### src/rtl/mmio_pwm_led_pkg.sv
`default_nettype none
// ============================================================================
// Module      : mmio_pwm_led_pkg
// Description : Shared register offsets and CTRL bit positions for the
//               mmio_pwm_led peripheral.
//               Offsets are relative to BASE_ADDR. STATUS sits directly after
//               the DUTY bank, so its offset depends on the channel count and
//               is provided as a function.
// Revision    : 1.0 - initial release
// ============================================================================
package mmio_pwm_led_pkg;

    localparam int OFF_ON    = 0;
    localparam int OFF_CTRL  = 1;
    localparam int OFF_PRESC = 2;
    localparam int OFF_DUTY0 = 3;

    localparam int CTRL_EN   = 0;
    localparam int CTRL_INV  = 1;
    localparam int CTRL_IRQE = 2;

    // STATUS follows the last DUTY register.
    function automatic int off_status(input int channels);
        return OFF_DUTY0 + channels;
    endfunction

endpackage : mmio_pwm_led_pkg
`default_nettype wire

### src/rtl/mmio_pwm_led_if.sv
`default_nettype none
// ============================================================================
// Module      : mmio_pwm_led_if
// Description : CPU read/write bus for the mmio_pwm_led peripheral.
//               write/read : single-cycle requests from the CPU
//               address    : register address (ADDR_W)
//               wdata      : write data (DATA_W)
//               rdata      : read data, valid with rvalid (DATA_W)
//               rvalid     : read data valid, one cycle after read
//               Modports: master (CPU side), slave (peripheral side).
// Revision    : 1.0 - initial release
// ============================================================================
interface mmio_pwm_led_if #(
    parameter int ADDR_W = 8,
    parameter int DATA_W = 8
);
    logic              write;
    logic              read;
    logic [ADDR_W-1:0] address;
    logic [DATA_W-1:0] wdata;
    logic [DATA_W-1:0] rdata;
    logic              rvalid;

    modport master (
        output write, read, address, wdata,
        input  rdata, rvalid
    );

    modport slave (
        input  write, read, address, wdata,
        output rdata, rvalid
    );
endinterface : mmio_pwm_led_if
`default_nettype wire

### src/rtl/mmio_pwm_led_channel.sv
`default_nettype none
// ============================================================================
// Module      : pwm_channel
// Description : One PWM output channel. Holds the CPU-visible shadow duty and
//               the active duty used by the comparator. The active duty only
//               changes when load is high (period wrap, or global disable),
//               which keeps every period glitch-free.
// Ports       : clk, rst_n     - clock, async active-low reset
//               duty_we        - shadow duty write strobe
//               duty_wdata     - new shadow duty
//               load           - copy shadow into active duty this edge
//               cnt            - shared PWM counter
//               on, en, inv    - channel enable, global enable, invert
//               shadow         - shadow duty for read-back
//               pwm_out        - registered channel output
// Revision    : 1.0 - initial release
// ============================================================================
module pwm_channel #(
    parameter int PWM_W = 8
) (
    input  logic             clk,
    input  logic             rst_n,
    input  logic             duty_we,
    input  logic [PWM_W-1:0] duty_wdata,
    input  logic             load,
    input  logic [PWM_W-1:0] cnt,
    input  logic             on,
    input  logic             en,
    input  logic             inv,
    output logic [PWM_W-1:0] shadow,
    output logic             pwm_out
);

    logic [PWM_W-1:0] r_active;
    logic             w_raw;

    // All-ones is treated as 100% so the output never drops for one count.
    assign w_raw = on & en & ((r_active == {PWM_W{1'b1}}) | (cnt < r_active));

    always_ff @(posedge clk or negedge rst_n) begin
        if (!rst_n) begin
            shadow   <= '0;
            r_active <= '0;
            pwm_out  <= 1'b0;
        end else begin
            if (duty_we) begin
                shadow <= duty_wdata;
            end
            // Non-blocking read of shadow: a same-edge write is deferred.
            if (load) begin
                r_active <= shadow;
            end
            pwm_out <= w_raw ^ inv;
        end
    end

endmodule : pwm_channel
`default_nettype wire

### src/rtl/mmio_pwm_led.sv
`default_nettype none
// ============================================================================
// Module      : mmio_pwm_led
// Description : Memory-mapped multi-channel PWM LED/GPIO output peripheral.
//               Register map (offset from BASE_ADDR):
//                 0 ON, 1 CTRL (EN, INV, IRQE), 2 PRESC,
//                 3..3+CHANNELS-1 DUTY[i], 3+CHANNELS STATUS (WRAP, W1C).
//               A shared prescaler and PWM counter drive CHANNELS
//               pwm_channel instances.
// Ports       : clk, rst_n - clock, async active-low reset
//               bus        - CPU read/write bus (slave modport)
//               pwm_out    - registered channel outputs
//               irq        - registered WRAP & IRQE (MMIO_PWM_LED_IRQ_EN only)
// Options     : MMIO_PWM_LED_IRQ_EN - adds irq port and CTRL.IRQE bit.
// Revision    : 1.0 - initial release
// ============================================================================
module mmio_pwm_led
    import mmio_pwm_led_pkg::*;
#(
    parameter int ADDR_W    = 8,
    parameter int DATA_W    = 8,
    parameter int BASE_ADDR = 128,
    parameter int CHANNELS  = 3,
    parameter int PWM_W     = 8
) (
    input  logic                clk,
    input  logic                rst_n,
    mmio_pwm_led_if.slave       bus,
    output logic [CHANNELS-1:0] pwm_out
`ifdef MMIO_PWM_LED_IRQ_EN
    ,
    output logic                irq
`endif
);

    localparam logic [ADDR_W-1:0] c_BASE     = ADDR_W'(BASE_ADDR);
    localparam int                c_NUM_REGS = off_status(CHANNELS) + 1;

    // ------------------------------------------------------------------
    // Address decode
    // ------------------------------------------------------------------
    logic [ADDR_W-1:0] w_off;
    logic              w_hit;
    logic              w_wr_on;
    logic              w_wr_ctrl;
    logic              w_wr_presc;
    logic              w_wr_status;
    logic [CHANNELS-1:0] w_duty_we;

    assign w_off       = bus.address - c_BASE;
    assign w_hit       = (bus.address >= c_BASE) && (w_off < ADDR_W'(c_NUM_REGS));
    assign w_wr_on     = bus.write & w_hit & (w_off == ADDR_W'(OFF_ON));
    assign w_wr_ctrl   = bus.write & w_hit & (w_off == ADDR_W'(OFF_CTRL));
    assign w_wr_presc  = bus.write & w_hit & (w_off == ADDR_W'(OFF_PRESC));
    assign w_wr_status = bus.write & w_hit & (w_off == ADDR_W'(off_status(CHANNELS)));

    // ------------------------------------------------------------------
    // Control registers
    // ------------------------------------------------------------------
    logic [CHANNELS-1:0] r_on;
    logic                r_en;
    logic                r_inv;
    logic [DATA_W-1:0]   r_presc;
`ifdef MMIO_PWM_LED_IRQ_EN
    logic                r_irqe;
    logic                w_irqe_nxt;
`endif

    always_ff @(posedge clk or negedge rst_n) begin
        if (!rst_n) begin
            r_on    <= '0;
            r_en    <= 1'b0;
            r_inv   <= 1'b0;
            r_presc <= '0;
`ifdef MMIO_PWM_LED_IRQ_EN
            r_irqe  <= 1'b0;
`endif
        end else begin
            if (w_wr_on) begin
                r_on <= bus.wdata[CHANNELS-1:0];
            end
            if (w_wr_ctrl) begin
                r_en   <= bus.wdata[CTRL_EN];
                r_inv  <= bus.wdata[CTRL_INV];
`ifdef MMIO_PWM_LED_IRQ_EN
                r_irqe <= bus.wdata[CTRL_IRQE];
`endif
            end
            if (w_wr_presc) begin
                r_presc <= bus.wdata;
            end
        end
    end

    // ------------------------------------------------------------------
    // Shared prescaler and PWM counter
    // ------------------------------------------------------------------
    logic [DATA_W-1:0] r_presc_cnt;
    logic [PWM_W-1:0]  r_pwm_cnt;
    logic              w_tick;
    logic              w_wrap;

    assign w_tick = r_en & (r_presc_cnt == r_presc);
    assign w_wrap = w_tick & (r_pwm_cnt == {PWM_W{1'b1}});

    always_ff @(posedge clk or negedge rst_n) begin
        if (!rst_n) begin
            r_presc_cnt <= '0;
            r_pwm_cnt   <= '0;
        end else if (!r_en) begin
            r_presc_cnt <= '0;
            r_pwm_cnt   <= '0;
        end else begin
            // Reprogramming PRESC restarts the current prescale interval.
            if (w_wr_presc || w_tick) begin
                r_presc_cnt <= '0;
            end else begin
                r_presc_cnt <= r_presc_cnt + 1'b1;
            end
            if (w_tick) begin
                r_pwm_cnt <= r_pwm_cnt + 1'b1;
            end
        end
    end

    // ------------------------------------------------------------------
    // STATUS.WRAP: sticky, W1C, a coincident wrap wins over the clear
    // ------------------------------------------------------------------
    logic r_wrap;
    logic w_wrap_nxt;

    assign w_wrap_nxt = w_wrap | (r_wrap & ~(w_wr_status & bus.wdata[0]));

    always_ff @(posedge clk or negedge rst_n) begin
        if (!rst_n) begin
            r_wrap <= 1'b0;
        end else begin
            r_wrap <= w_wrap_nxt;
        end
    end

`ifdef MMIO_PWM_LED_IRQ_EN
    // Built from next-state values so irq always equals WRAP & IRQE.
    assign w_irqe_nxt = w_wr_ctrl ? bus.wdata[CTRL_IRQE] : r_irqe;

    always_ff @(posedge clk or negedge rst_n) begin
        if (!rst_n) begin
            irq <= 1'b0;
        end else begin
            irq <= w_wrap_nxt & w_irqe_nxt;
        end
    end
`endif

    // ------------------------------------------------------------------
    // Channels
    // ------------------------------------------------------------------
    logic [PWM_W-1:0] w_shadow [CHANNELS];
    logic             w_load;

    // Disabled: active duties follow the shadows continuously.
    assign w_load = w_wrap | ~r_en;

    generate
        for (genvar g = 0; g < CHANNELS; g++) begin : g_channel
            assign w_duty_we[g] = bus.write & w_hit & (w_off == ADDR_W'(OFF_DUTY0 + g));

            pwm_channel #(
                .PWM_W (PWM_W)
            ) u_channel (
                .clk        (clk),
                .rst_n      (rst_n),
                .duty_we    (w_duty_we[g]),
                .duty_wdata (bus.wdata[PWM_W-1:0]),
                .load       (w_load),
                .cnt        (r_pwm_cnt),
                .on         (r_on[g]),
                .en         (r_en),
                .inv        (r_inv),
                .shadow     (w_shadow[g]),
                .pwm_out    (pwm_out[g])
            );
        end
    endgenerate

    // ------------------------------------------------------------------
    // Read-back (registered, zero when not valid)
    // ------------------------------------------------------------------
    logic [DATA_W-1:0] w_rd_data;

    always_comb begin
        w_rd_data = '0;
        if (w_hit) begin
            if (w_off == ADDR_W'(OFF_ON)) begin
                w_rd_data[CHANNELS-1:0] = r_on;
            end
            if (w_off == ADDR_W'(OFF_CTRL)) begin
                w_rd_data[CTRL_EN]   = r_en;
                w_rd_data[CTRL_INV]  = r_inv;
`ifdef MMIO_PWM_LED_IRQ_EN
                w_rd_data[CTRL_IRQE] = r_irqe;
`endif
            end
            if (w_off == ADDR_W'(OFF_PRESC)) begin
                w_rd_data = r_presc;
            end
            for (int i = 0; i < CHANNELS; i++) begin
                if (w_off == ADDR_W'(OFF_DUTY0 + i)) begin
                    w_rd_data = DATA_W'(w_shadow[i]);
                end
            end
            if (w_off == ADDR_W'(off_status(CHANNELS))) begin
                w_rd_data[0] = r_wrap;
            end
        end
    end

    always_ff @(posedge clk or negedge rst_n) begin
        if (!rst_n) begin
            bus.rdata  <= '0;
            bus.rvalid <= 1'b0;
        end else if (bus.read) begin
            bus.rdata  <= w_rd_data;
            bus.rvalid <= 1'b1;
        end else begin
            bus.rdata  <= '0;
            bus.rvalid <= 1'b0;
        end
    end

endmodule : mmio_pwm_led
`default_nettype wire

### src/flat_wrapper.sv
// flat-port wrapper written by rule: the top's interface ports become plain ports
module mmio_pwm_led_flat import mmio_pwm_led_pkg::*;
#(
    parameter int ADDR_W    = 8,
    parameter int DATA_W    = 8,
    parameter int BASE_ADDR = 128,
    parameter int CHANNELS  = 3,
    parameter int PWM_W     = 8
)
  (clk, rst_n, pwm_out, bus_write, bus_read, bus_address, bus_wdata, bus_rdata, bus_rvalid);
  mmio_pwm_led_if #(.ADDR_W(ADDR_W), .DATA_W(DATA_W)) bus_i ();
  input  logic clk;
  input  logic rst_n;
  output logic [CHANNELS-1:0] pwm_out;
  input wire logic [$bits(bus_i.write)-1:0] bus_write;
  input wire logic [$bits(bus_i.read)-1:0] bus_read;
  input wire logic [$bits(bus_i.address)-1:0] bus_address;
  input wire logic [$bits(bus_i.wdata)-1:0] bus_wdata;
  output wire logic [$bits(bus_i.rdata)-1:0] bus_rdata;
  output wire logic [$bits(bus_i.rvalid)-1:0] bus_rvalid;
  assign bus_i.write = bus_write;
  assign bus_i.read = bus_read;
  assign bus_i.address = bus_address;
  assign bus_i.wdata = bus_wdata;
  assign bus_rdata = bus_i.rdata;
  assign bus_rvalid = bus_i.rvalid;
  mmio_pwm_led #(.ADDR_W(ADDR_W), .DATA_W(DATA_W), .BASE_ADDR(BASE_ADDR), .CHANNELS(CHANNELS), .PWM_W(PWM_W)) u_core (.clk(clk), .rst_n(rst_n), .bus(bus_i), .pwm_out(pwm_out));
endmodule
### config.mk
export PLATFORM = sky130hd
export DESIGN_NAME = mmio_pwm_led_flat
export DESIGN_NICKNAME = d
export VERILOG_FILES = /design/src/rtl/mmio_pwm_led_pkg.sv /design/src/rtl/mmio_pwm_led_if.sv /design/src/rtl/mmio_pwm_led_channel.sv /design/src/rtl/mmio_pwm_led.sv /design/src/flat_wrapper.sv
export SDC_FILE = /design/constraint.sdc
export NUM_CORES = 1
export LEC_CHECK = 0
export ABC_AREA = 1
export BUFFER_PORTS_ARGS = -buffer_cell sky130_fd_sc_hd__clkbuf_2
export CORE_UTILIZATION = 45
export CTS_CLUSTER_SIZE = 40
export DETAILED_ROUTE_END_ITERATION = 6
export SLEW_MARGIN = 20
export SYNTH_ARGS = -nofsm -noshare
export SYNTH_HDL_FRONTEND = slang
export SYNTH_HIERARCHICAL = 1
export SYNTH_SLANG_ARGS = --single-unit
export TNS_END_PERCENT = 10
### constraint.sdc
create_clock -name clk -period 3.1 [get_ports clk]
set_input_delay 0.465 -clock clk [delete_from_list [all_inputs] [get_ports clk]]
set_output_delay 0.465 -clock clk [all_outputs]
set_load 0.02 [all_outputs]
# == Yosys cells after proc, flatten, opt, wreduce, memory -nomap -nowiden ==
# Index checks and enable logic that the tools add are counted.
# word_totals
ff_bits,90
inputBits,20
elab_cells,83
# op_classes
add_sub_neg,3
order_cmp,5
n_eq_ne,12
n_mux,14
n_bitwise,28
n_reduce_logical,3
# ops
cell,count
8-bit 2-to-1 mux,10
8-bit equality test (second input constant),4
8-bit by 3-bit equality test with 1-bit output (second input constant),3
8-bit less-than comparator,3
1-bit AND,18
8-bit by 1-bit adder with 8-bit output (second input constant),2
8-bit by 2-bit equality test with 1-bit output (second input constant),2
8-bit by 1-bit equality test with 1-bit output (second input constant),1
8-bit equality test,1
8-bit >= comparator (second input constant),1
8-bit logical NOT,1
8-bit by 3-bit less-than comparator with 1-bit output (second input constant),1
8-bit subtractor (second input constant),1
1-bit bitwise OR,5
3-bit 2-to-1 mux,1
1-bit XOR,3
1-bit 2-to-1 mux,2
2-bit 2-to-1 mux,1
2-bit inequality test (second input constant),1
1-bit NOT,2
1-bit logical AND,1
1-bit logical OR,1

# == Logic depth before layout (Yosys ltp) ==
# Gate-level depths: netlist of run 1.
# logic_depth
depth_word,11
ltp_mapped,12
mapped_depth_nobuf,12

# == Cells and area by module ==
# Netlist of run 1, hierarchy kept.
# modules_own_cells
mod,instances,cells_each,area_per_inst_um2,seq_area_each_um2
pwm_channel,3,89,842.1,425.4
mmio_pwm_led,1,286,2259.7,975.9

# == Worst setup path after synthesis of run 1 ==
# No wires, ideal clock.
# synth_path
path_kind,register to register
start,reg u_core.r_pwm_cnt[0]
end,reg u_core.g_channel[0].u_channel.r_active[5]
setup_ps,128
arrival_time_ps,1748
slack_ps,1224
path_stages_with_launch,10
period_less_slack_ps,1876
path_cell_list,dfrtp_1 -> ha_1 -> nand3_1 -> nor3_1 -> nand2_1 -> nor2_1 -> nand2_1 -> nand2_1 -> buf_2 -> o21ai_0
# synth_between
elab_chain_len,3
# synth_rtl
item,line,rtl
from (decl),mmio_pwm_led.sv:99,logic [PWM_W-1:0] r_pwm_cnt;
from (signal assigned),mmio_pwm_led.sv:121,r_pwm_cnt <= r_pwm_cnt + 1'b1;
8-bit equality test,mmio_pwm_led.sv:104,assign w_wrap = w_tick & (r_pwm_cnt == {PWM_W{1'b1}});
1-bit AND,mmio_pwm_led.sv:104,
1-bit bitwise OR,mmio_pwm_led.sv:162,assign w_load = w_wrap | ~r_en;
named net u_core.w_load,mmio_pwm_led.sv:159,logic w_load;
to (signal assigned),mmio_pwm_led_channel.sv:51,r_active <= shadow;
to (decl),mmio_pwm_led_channel.sv:34,logic [PWM_W-1:0] r_active;
# The timed path passes the listed nets, and every way through them passes these cells.
# A chain may end at the register's enable or synchronous reset.

# == Final worst setup path of run 1 ==
# layout_path
start,reg u_core.r_presc_cnt[5]
end,reg u_core.g_channel[0].u_channel.r_active[6]
# layout_between
elab_chain_len,4
# layout_rtl
item,line,rtl
from (decl),mmio_pwm_led.sv:98,logic [DATA_W-1:0] r_presc_cnt;
from (signal assigned),mmio_pwm_led.sv:118,r_presc_cnt <= r_presc_cnt + 1'b1;
8-bit equality test,mmio_pwm_led.sv:103,assign w_tick = r_en & (r_presc_cnt == r_presc);
1-bit AND,mmio_pwm_led.sv:103,
1-bit AND,mmio_pwm_led.sv:104,
1-bit bitwise OR,mmio_pwm_led.sv:162,
named net u_core.w_load,mmio_pwm_led.sv:159,
# The timed path passes the listed nets, and every way through them passes these cells.

==> impl_metrics.env, run 1 <==
export IMPL_outcome="completed"
export IMPL_synthMuxAreaShare_pct=4.94
export IMPL_nets=632
export IMPL_hpwl_um=7970
export IMPL_grt_pass1_vias=3541
export IMPL_dieHeight_um=105
export IMPL_fin_util_pct=51.5
export IMPL_dieArea_mm2=0.0111
export IMPL_design_core_area_mm2=0.0103
export IMPL_instances_no_fill=730
export IMPL_crit_type="reg2reg"
export IMPL_gp_congestion=0.866
export IMPL_port_buffers=31
export IMPL_slew_headroom_pct=51.9
export IMPL_rsz0062_at_grt="false"
export IMPL_crit_chain="inv_1 > nand2_1 > nand2_1 > nand3_1 > nor2_1 > nand3_1 > nor2_1 > nand2_1 > nand2_1 > buf_4 > nand2_1 > o21ai_0"
export IMPL_nFillCells=976
export IMPL_slowest_stage="dfrtp_1"
export IMPL_cts_hold_buf=0
export IMPL_irDropWorstVdd_mv=0.333
export IMPL_cts_tree="done"
export IMPL_cts_resized=0
export IMPL_clk_path_buf_depth=2
export IMPL_dpl_worst_slack_ns=0.642
export IMPL_dr_pass1_iters=4
export IMPL_grtUsageTotal_pct=20.3
export IMPL_post_route_period_util_pct=68.8
export IMPL_power_density_mw_per_mm2=456
export IMPL_ant_nets=0
export IMPL_synth_compound_area_share_pct=9.59
export IMPL_tightest_slew_ns=0.721
export IMPL_die_x_um=105
export IMPL_crit_top_cell="nand2_1"
export IMPL_p_leak_nw=2.71
export IMPL_antenna_found_initial=0
export IMPL_setup_tns_ns=0
export IMPL_cts_setup_buffers=0
export IMPL_syn_area_mm2=0.00479
export IMPL_num_vias=3666
export IMPL_ys_seq_area_share_pct=47.1
export IMPL_synthCells=553
export IMPL_whs_ns=0.144
export IMPL_cap_violations=0
export IMPL_synth_xor_area_share_pct=2.56
export IMPL_cp_data_arrival_time_ns=2.41
export IMPL_met1_length_um=4900
export IMPL_crit_path_max_fanout=48
export IMPL_required_ns=3.38
export IMPL_viasPerCell=5.02
export IMPL_cpLargestDelayFamily="simple AND/OR/NAND/NOR gates"
export IMPL_dpl_cell_count=714
export IMPL_grt_first_pass_wirelength_um=17100
export IMPL_critPathBufInv=2
export IMPL_syn_to_final_growth_pct=11.0
export IMPL_ys_warn_count=6
export IMPL_grt_max_degree=55
export IMPL_synth_top_family_by_area="simple AND/OR/NAND/NOR gates"
export IMPL_worst_clock_skew_ns=0.0101
export IMPL_floorplan_initialDensity_pct=46.4
export IMPL_setup_slack_ns=0.967
export IMPL_drt_iter0_drc=186
export IMPL_finalHoldViolCount=0
export IMPL_route_met3_wl_um=379
export IMPL_cts_htree_levels=3
export IMPL_synth_fa_ha_area_share_pct=6.01
export IMPL_insertion_delay_ns=0.36
export IMPL_wl_um=10400
export IMPL_placement_rows=37
export IMPL_cts_root_buf="clkbuf_8"
export IMPL_slowest_delay_ns=0.40
export IMPL_maxSlewViolCount=0
export IMPL_end_kind="register"
export IMPL_setup_viol=0
export IMPL_cts_made_buffers=9
export IMPL_synth_simple_area_share_pct=22.1
export IMPL_antenna_cells=0
export IMPL_drive_gt1_share_pct=15.8
export IMPL_min_period_ns=2.13
export IMPL_fmax_mhz=469
export IMPL_drcViolationCount=0
export IMPL_ys_types=36
export IMPL_clk_pin_slew_ns=0.09
export IMPL_r2r_slack_ns=0.97
export IMPL_synth_seq_cells=90
export IMPL_routedWlPerCell_um=14.3
export IMPL_cp_start_kind="register"
export IMPL_synth_nets=596
export IMPL_hp_class="in2async"
export IMPL_dr_wl_met2_um=4970
export IMPL_clock_sinks=90
export IMPL_avgSynthCellArea_um2=8.65
export IMPL_routed_top_layer="met4"
export IMPL_num_io_pins=32
export IMPL_overflow=0
[layout make-up]
cell class	instances	area, um^2	area share (%)
Multi-Input combinational cell	373	2170	40.8
Clock buffer	10	128	2.40
Sequential cell	90	2250	42.4
Inverter	80	300	5.65
Timing Repair Buffer	35	200	3.77
Tap cell	136	170	3.20
Clock inverter	6	96.3	1.81
[synth_stat cells]
cell | instances | area share (%)
a21boi_0 | 3 | 0.47
a21oi_1 | 17 | 1.8
a31oi_1 | 2 | 0.26
a31oi_4 | 1 | 0.44
buf_2 | 6 | 0.63
buf_4 | 2 | 0.31
buf_6 | 2 | 0.47
dfrtp_1 | 90 | 47
ha_1 | 23 | 6.0
inv_1 | 76 | 6.0
inv_2 | 4 | 0.31
mux2_2 | 21 | 4.9
nand2_1 | 146 | 11
nand2_2 | 4 | 0.52
nand2_4 | 3 | 0.71
nand3_1 | 18 | 1.9
nand3_2 | 1 | 0.21
nand3_4 | 1 | 0.37
nand4_1 | 6 | 0.78
nor2_1 | 38 | 3.0
nor2_2 | 1 | 0.13
nor2_4 | 1 | 0.24
nor2_8 | 2 | 0.84
nor3_1 | 6 | 0.63
nor3_4 | 1 | 0.34
nor3b_1 | 1 | 0.16
nor4_2 | 3 | 0.78
o211ai_1 | 1 | 0.16
o21a_1 | 6 | 0.94
o21ai_0 | 44 | 4.6
o21ai_1 | 5 | 0.52
o22ai_1 | 2 | 0.26
o31ai_1 | 1 | 0.16
or2_2 | 1 | 0.13
xnor2_1 | 1 | 0.18
xor2_1 | 13 | 2.4
[flip-flops by register name, indices dropped and copies added (netlist names)]
name	count
u_core/r_on	3
u_core/r_pwm_cnt	8
u_core/g_channel.u_channel/shadow	24
u_core/r_en	1
u_core/r_inv	1
u_core/r_presc_cnt	8
u_core/g_channel.u_channel/r_active	24
u_core/bus.rvalid	1
u_core/bus.rdata	8
u_core/g_channel.u_channel/pwm_out	3
u_core/r_wrap	1
u_core/r_presc	8
[placed cells by master (no fill, tap or decap), types with 2 or more instances in the layout]
cell / count
nand2_1: 146
dfrtp_1: 90
inv_1: 76
o21ai_0: 44
nor2_1: 38
clkbuf_2: 30
ha_1: 23
mux2_2: 21
nand3_1: 18
a21oi_1: 17
xor2_1: 13
clkbuf_8: 9
nor3_1: 6
nand4_1: 6
o21a_1: 6
o21ai_1: 5
buf_4: 4
nand2_2: 4
inv_2: 4
a21boi_0: 3
nand2_4: 3
nor4_2: 3
bufinv_16: 2
inv_6: 2
nor2_8: 2
a31oi_1: 2
o22ai_1: 2
[per-stage QoR]
stage          cell area [um^2]  power (W)
6_report                   5310    0.00242
5_1_grt                    5310    0.00256
3_5_place_dp               5090    0.00155
2_1_floorplan              4790    0.00146
3_3_place_gp               5090    0.00155
4_1_cts                    5310    0.00246
[cells by family (layout without fill, tap and decap cells)]
family	after synthesis	in the layout
AO/OA/AOI/OAI	82	82
XOR/XNOR	14	14
adder cells (fa/ha/maj)	23	23
buffers and inverters	90	131
flip-flops	90	90
multiplexers	21	21
AND/OR/NAND/NOR	233	233
[metal layers]
layer / GRT usage, % / up-vias
li1: - / 1843
met2: 32.1 / 63
met1: 27.0 / 1749
met5: 0 / -
met4: 8.15 / 0
met3: 4.68 / 11
[worst register-to-register path, delay by kind of cell (launching register included)]
family | cells | cell delay (ns)
and+or+nand+nor | 9 | 1.11
AOI/OAI and AO/OA | 1 | 0.09
buffers and inverters | 2 | 0.45
DFF | 1 | 0.40
[report_power, final]
| group | leakage [nW] | total [W] | switching [W] | internal [W] |
|---|---|---|---|---|
| clock | 0.109 | 0.000898 | 0.000432 | 0.000466 |
| sequential | 1.18 | 0.00127 | 0.0000505 | 0.00122 |
| combinational | 1.42 | 0.000248 | 0.000149 | 0.0000985 |
| total | 2.71 | 0.00242 | 0.000632 | 0.00179 |
[worst paths after layout]
path                                  startpoint                                         to  depth (start not counted)
max in group asynchronous                  rst_n  u_core/g_channel[2].u_channel/r_active[1]                          2
min in group clk                        bus_read                          u_core/bus.rvalid                          1
min                                        rst_n                        u_core/bus.rdata[5]                          1
max                        u_core/r_presc_cnt[5]  u_core/g_channel[0].u_channel/r_active[6]                         12
max reg2reg                u_core/r_presc_cnt[5]  u_core/g_channel[0].u_channel/r_active[6]                         12
min reg2reg                        u_core/r_wrap                              u_core/r_wrap                          2
Power figures use the tool's default switching activity.
==> run 2, diff against run 1 <==
Clock period 3.1 ns to 1.95 ns, I/O delays scaled along.
==> run 2 against run 1 <==
Worst setup slack lost 0.83 ns; critical path type unchanged; cell area grew 2.7%; cell count grew 1.8%; clock skew grew 0.0011 ns; non-clock buffer count grew 14; combinational power grew 65%; first-iteration DRC count grew 15%; sequential share of layout area shrank 1.1 points; count of clock-buffer cells in the layout grew 1; maximum frequency grew 18%; register-to-register slack lost 0.83 ns; clock power grew 57%.
==> impl_metrics.env, run 2 (synthesis results as in run 1) <==
export IMPL_outcome="completed"
export IMPL_stdcell_area_mm2=0.00545
export IMPL_p_comb_share_pct=10.7
export IMPL_setup_viol=0
export IMPL_p_leak_nw=2.79
export IMPL_antenna_cells=0
export IMPL_cp_data_arrival_time_ns=2.10
export IMPL_dpl_cell_area_mm2=0.00519
export IMPL_cts_root_buf="clkbuf_8"
export IMPL_tightest_slew_ns=0.314
export IMPL_grt_first_pass_wirelength_um=17600
export IMPL_drt_iter0_drc=213
export IMPL_antenna_found_initial=0
export IMPL_worstRegToRegCells=12
export IMPL_mostFrequentLayoutCell="nand2_1"
export IMPL_end_kind="register"
export IMPL_wl_um=10800
export IMPL_setup_slack_ns=0.138
export IMPL_switching_share_pct=25.6
export IMPL_dr_pass1_iters=4
export IMPL_nFillCells=964
export IMPL_required_ns=2.24
export IMPL_r2r_start="u_core/r_presc_cnt[5]"
export IMPL_hpwl_um=8100
export IMPL_cpLargestDelayFamily="simple AND/OR/NAND/NOR gates"
export IMPL_ant_nets=0
export IMPL_floorplan_initialDensity_pct=46.4
export IMPL_cts_htree_levels=3
export IMPL_reg_largest_list="u_core/g_channel.u_channel/r_active (24), u_core/g_channel.u_channel/shadow (24)"
export IMPL_clock_sinks=90
export IMPL_irDropWorstVdd_mv=0.512
export IMPL_drcViolationCount=0
export IMPL_hp_class="in2reg"
export IMPL_overflow=0
export IMPL_final_cell_mix="nand2_1, dfrtp_1, inv_1, o21ai_0, nor2_1"
export IMPL_p_seq_share_pct=52.7
export IMPL_cts_made_buffers=9
export IMPL_insertion_delay_ns=0.35
export IMPL_switchingPower_w=0.000985
export IMPL_rsz0062_at_grt="false"
export IMPL_slowest_delay_ns=0.40
export IMPL_worst_clock_skew_ns=0.0112
export IMPL_grt_max_degree=49
export IMPL_syn_to_final_growth_pct=14.0
export IMPL_r2r_slack_ns=0.14
export IMPL_min_period_ns=1.81
export IMPL_r2r_end="u_core/g_channel[0].u_channel/r_active[0]"
export IMPL_p_int_w=0.00286
export IMPL_nets=646
export IMPL_setup_tns_ns=0
export IMPL_pwr_share_clk_pct=36.7
export IMPL_cts_setup_buffers=0
export IMPL_whs_path_depth=1
export IMPL_gp_congestion=0.877
export IMPL_dpl_worst_slack_ns=0.144
export IMPL_dieHeight_um=105
export IMPL_num_vias=3699
export IMPL_cp_start_kind="register"
export IMPL_cts_tree="done"
export IMPL_crit_path_max_fanout=24
export IMPL_die_x_um=105
export IMPL_finalHoldViolCount=0
export IMPL_min_to="u_core/bus.rvalid"
export IMPL_slowest_stage="dfrtp_1"
export IMPL_placement_rows=37
export IMPL_crit_type="reg2reg"
export IMPL_dieArea_mm2=0.0111
export IMPL_crit_top_cell="nand2_1"
export IMPL_maxSlewViolCount=0
export IMPL_critPathBufInv=2
export IMPL_num_io_pins=32
export IMPL_power_density_mw_per_mm2=705
export IMPL_crit_chain="inv_1 > nand2_1 > nand2_1 > nand3_1 > nor2_1 > nand3_1 > nor2_2 > nand2_1 > nand2_2 > clkbuf_16 > nor2_1 > a21oi_1"
export IMPL_port_buffers=31
export IMPL_hold_start="bus_read"
export IMPL_clk_path_buf_depth=2
export IMPL_clk_pin_slew_ns=0.09
export IMPL_cap_violations=0
export IMPL_post_route_period_util_pct=92.9
export IMPL_grt_pass1_vias=3478
export IMPL_drive_gt1_share_pct=18.0
export IMPL_grtUsageTotal_pct=20.8
export IMPL_fmax_mhz=552
export IMPL_routedWlPerCell_um=14.6
export IMPL_viasPerCell=4.98
export IMPL_slew_headroom_pct=79.0
export IMPL_design_core_area_mm2=0.0103
## run 2: cell types whose count changed in the layout (fill, tap and decap cells not counted)
| cell | previous run | this run |
|---|---|---|
| buf_4 | 4 | 15 |
| inv_6 | 2 | 0 |
| buf_12 | 1 | 2 |
| clkbuf_16 | 0 | 1 |
| clkbuf_8 | 9 | 10 |
| clkinv_4 | 0 | 1 |
| dlygate4sd3_1 | 0 | 1 |
| inv_8 | 1 | 0 |
| nand2_1 | 146 | 145 |
| nand2_2 | 4 | 5 |
| nor2_1 | 38 | 37 |
| nor2_2 | 1 | 2 |
| nor3_1 | 6 | 5 |
| nor3_2 | 0 | 1 |
## run 2: area by class of cell
class	instances	area [um^2]	area share, %
flip-flops and latches	90	2250	41.3
multi-input cells	373	2180	39.9
repair buffers	49	338	6.19
inverters	80	300	5.51
well taps	136	170	3.12
clock buffers	11	141	2.59
clock inverters	4	76.3	1.40
## run 2: power by group through the flow
| stage | Sequential [W] | Clock, W | Combinational, W |
|---|---|---|---|
| 2_1_floorplan | 0.00205 | 0 | 0.000276 |
| 3_3_place_gp | 0.00206 | 0 | 0.000400 |
| 3_5_place_dp | 0.00206 | 0 | 0.000410 |
| 4_1_cts | 0.00202 | 0.00144 | 0.000415 |
| 5_1_grt | 0.00203 | 0.00154 | 0.000468 |
| 6_report | 0.00203 | 0.00141 | 0.000410 |
## run 2: timing repair
item                                   CTS  global route
gates resized for setup                  0             3
hold buffers                             1             0
setup endpoints to repair                0            24
endpoints found under the hold margin   21             0
## run 2: routing by layer
layer	track usage, %	vias up	part of all wire [%]
li1	-	1870	-
met1	29.5	1751	48
met2	32.1	64	47
met3	3.18	14	3.4
met4	7.85	0	1.8
met5	0	-	0
## run 2: worst max-delay path by stage
stage | startpoint | to | slack (ns) | depth (start not counted)
final | u_core/r_presc_cnt[5] | u_core/g_channel[0].u_channel/r_active[0] | 0.14 | 12
after global routing | u_core/r_presc_cnt[5] | u_core/g_channel[2].u_channel/r_active[2] | 0.04 | 12
after CTS | u_core/r_presc_cnt[5] | u_core/g_channel[2].u_channel/r_active[4] | 0.13 | 11
after detailed placement | u_core/r_presc_cnt[5] | u_core/g_channel[2].u_channel/r_active[4] | 0.14 | 11
after global placement | u_core/r_presc_cnt[5] | u_core/g_channel[1].u_channel/r_active[1] | 0.19 | 12
after floorplan | u_core/r_pwm_cnt[0] | u_core/g_channel[0].u_channel/r_active[5] | 0.07 | 9
## run 2: through the flow
stage	utilization, %	hold WS [ns]	total power (W)	std cells
after floorplan	-	-0.00309	0.00233	553
after global placement	50.3	0.203	0.00246	726
after detailed placement	50.3	0.211	0.00247	726
after CTS	52.5	0.0439	0.00388	742
after global routing	52.8	0.0507	0.00404	743
final	52.8	0.0621	0.00385	743
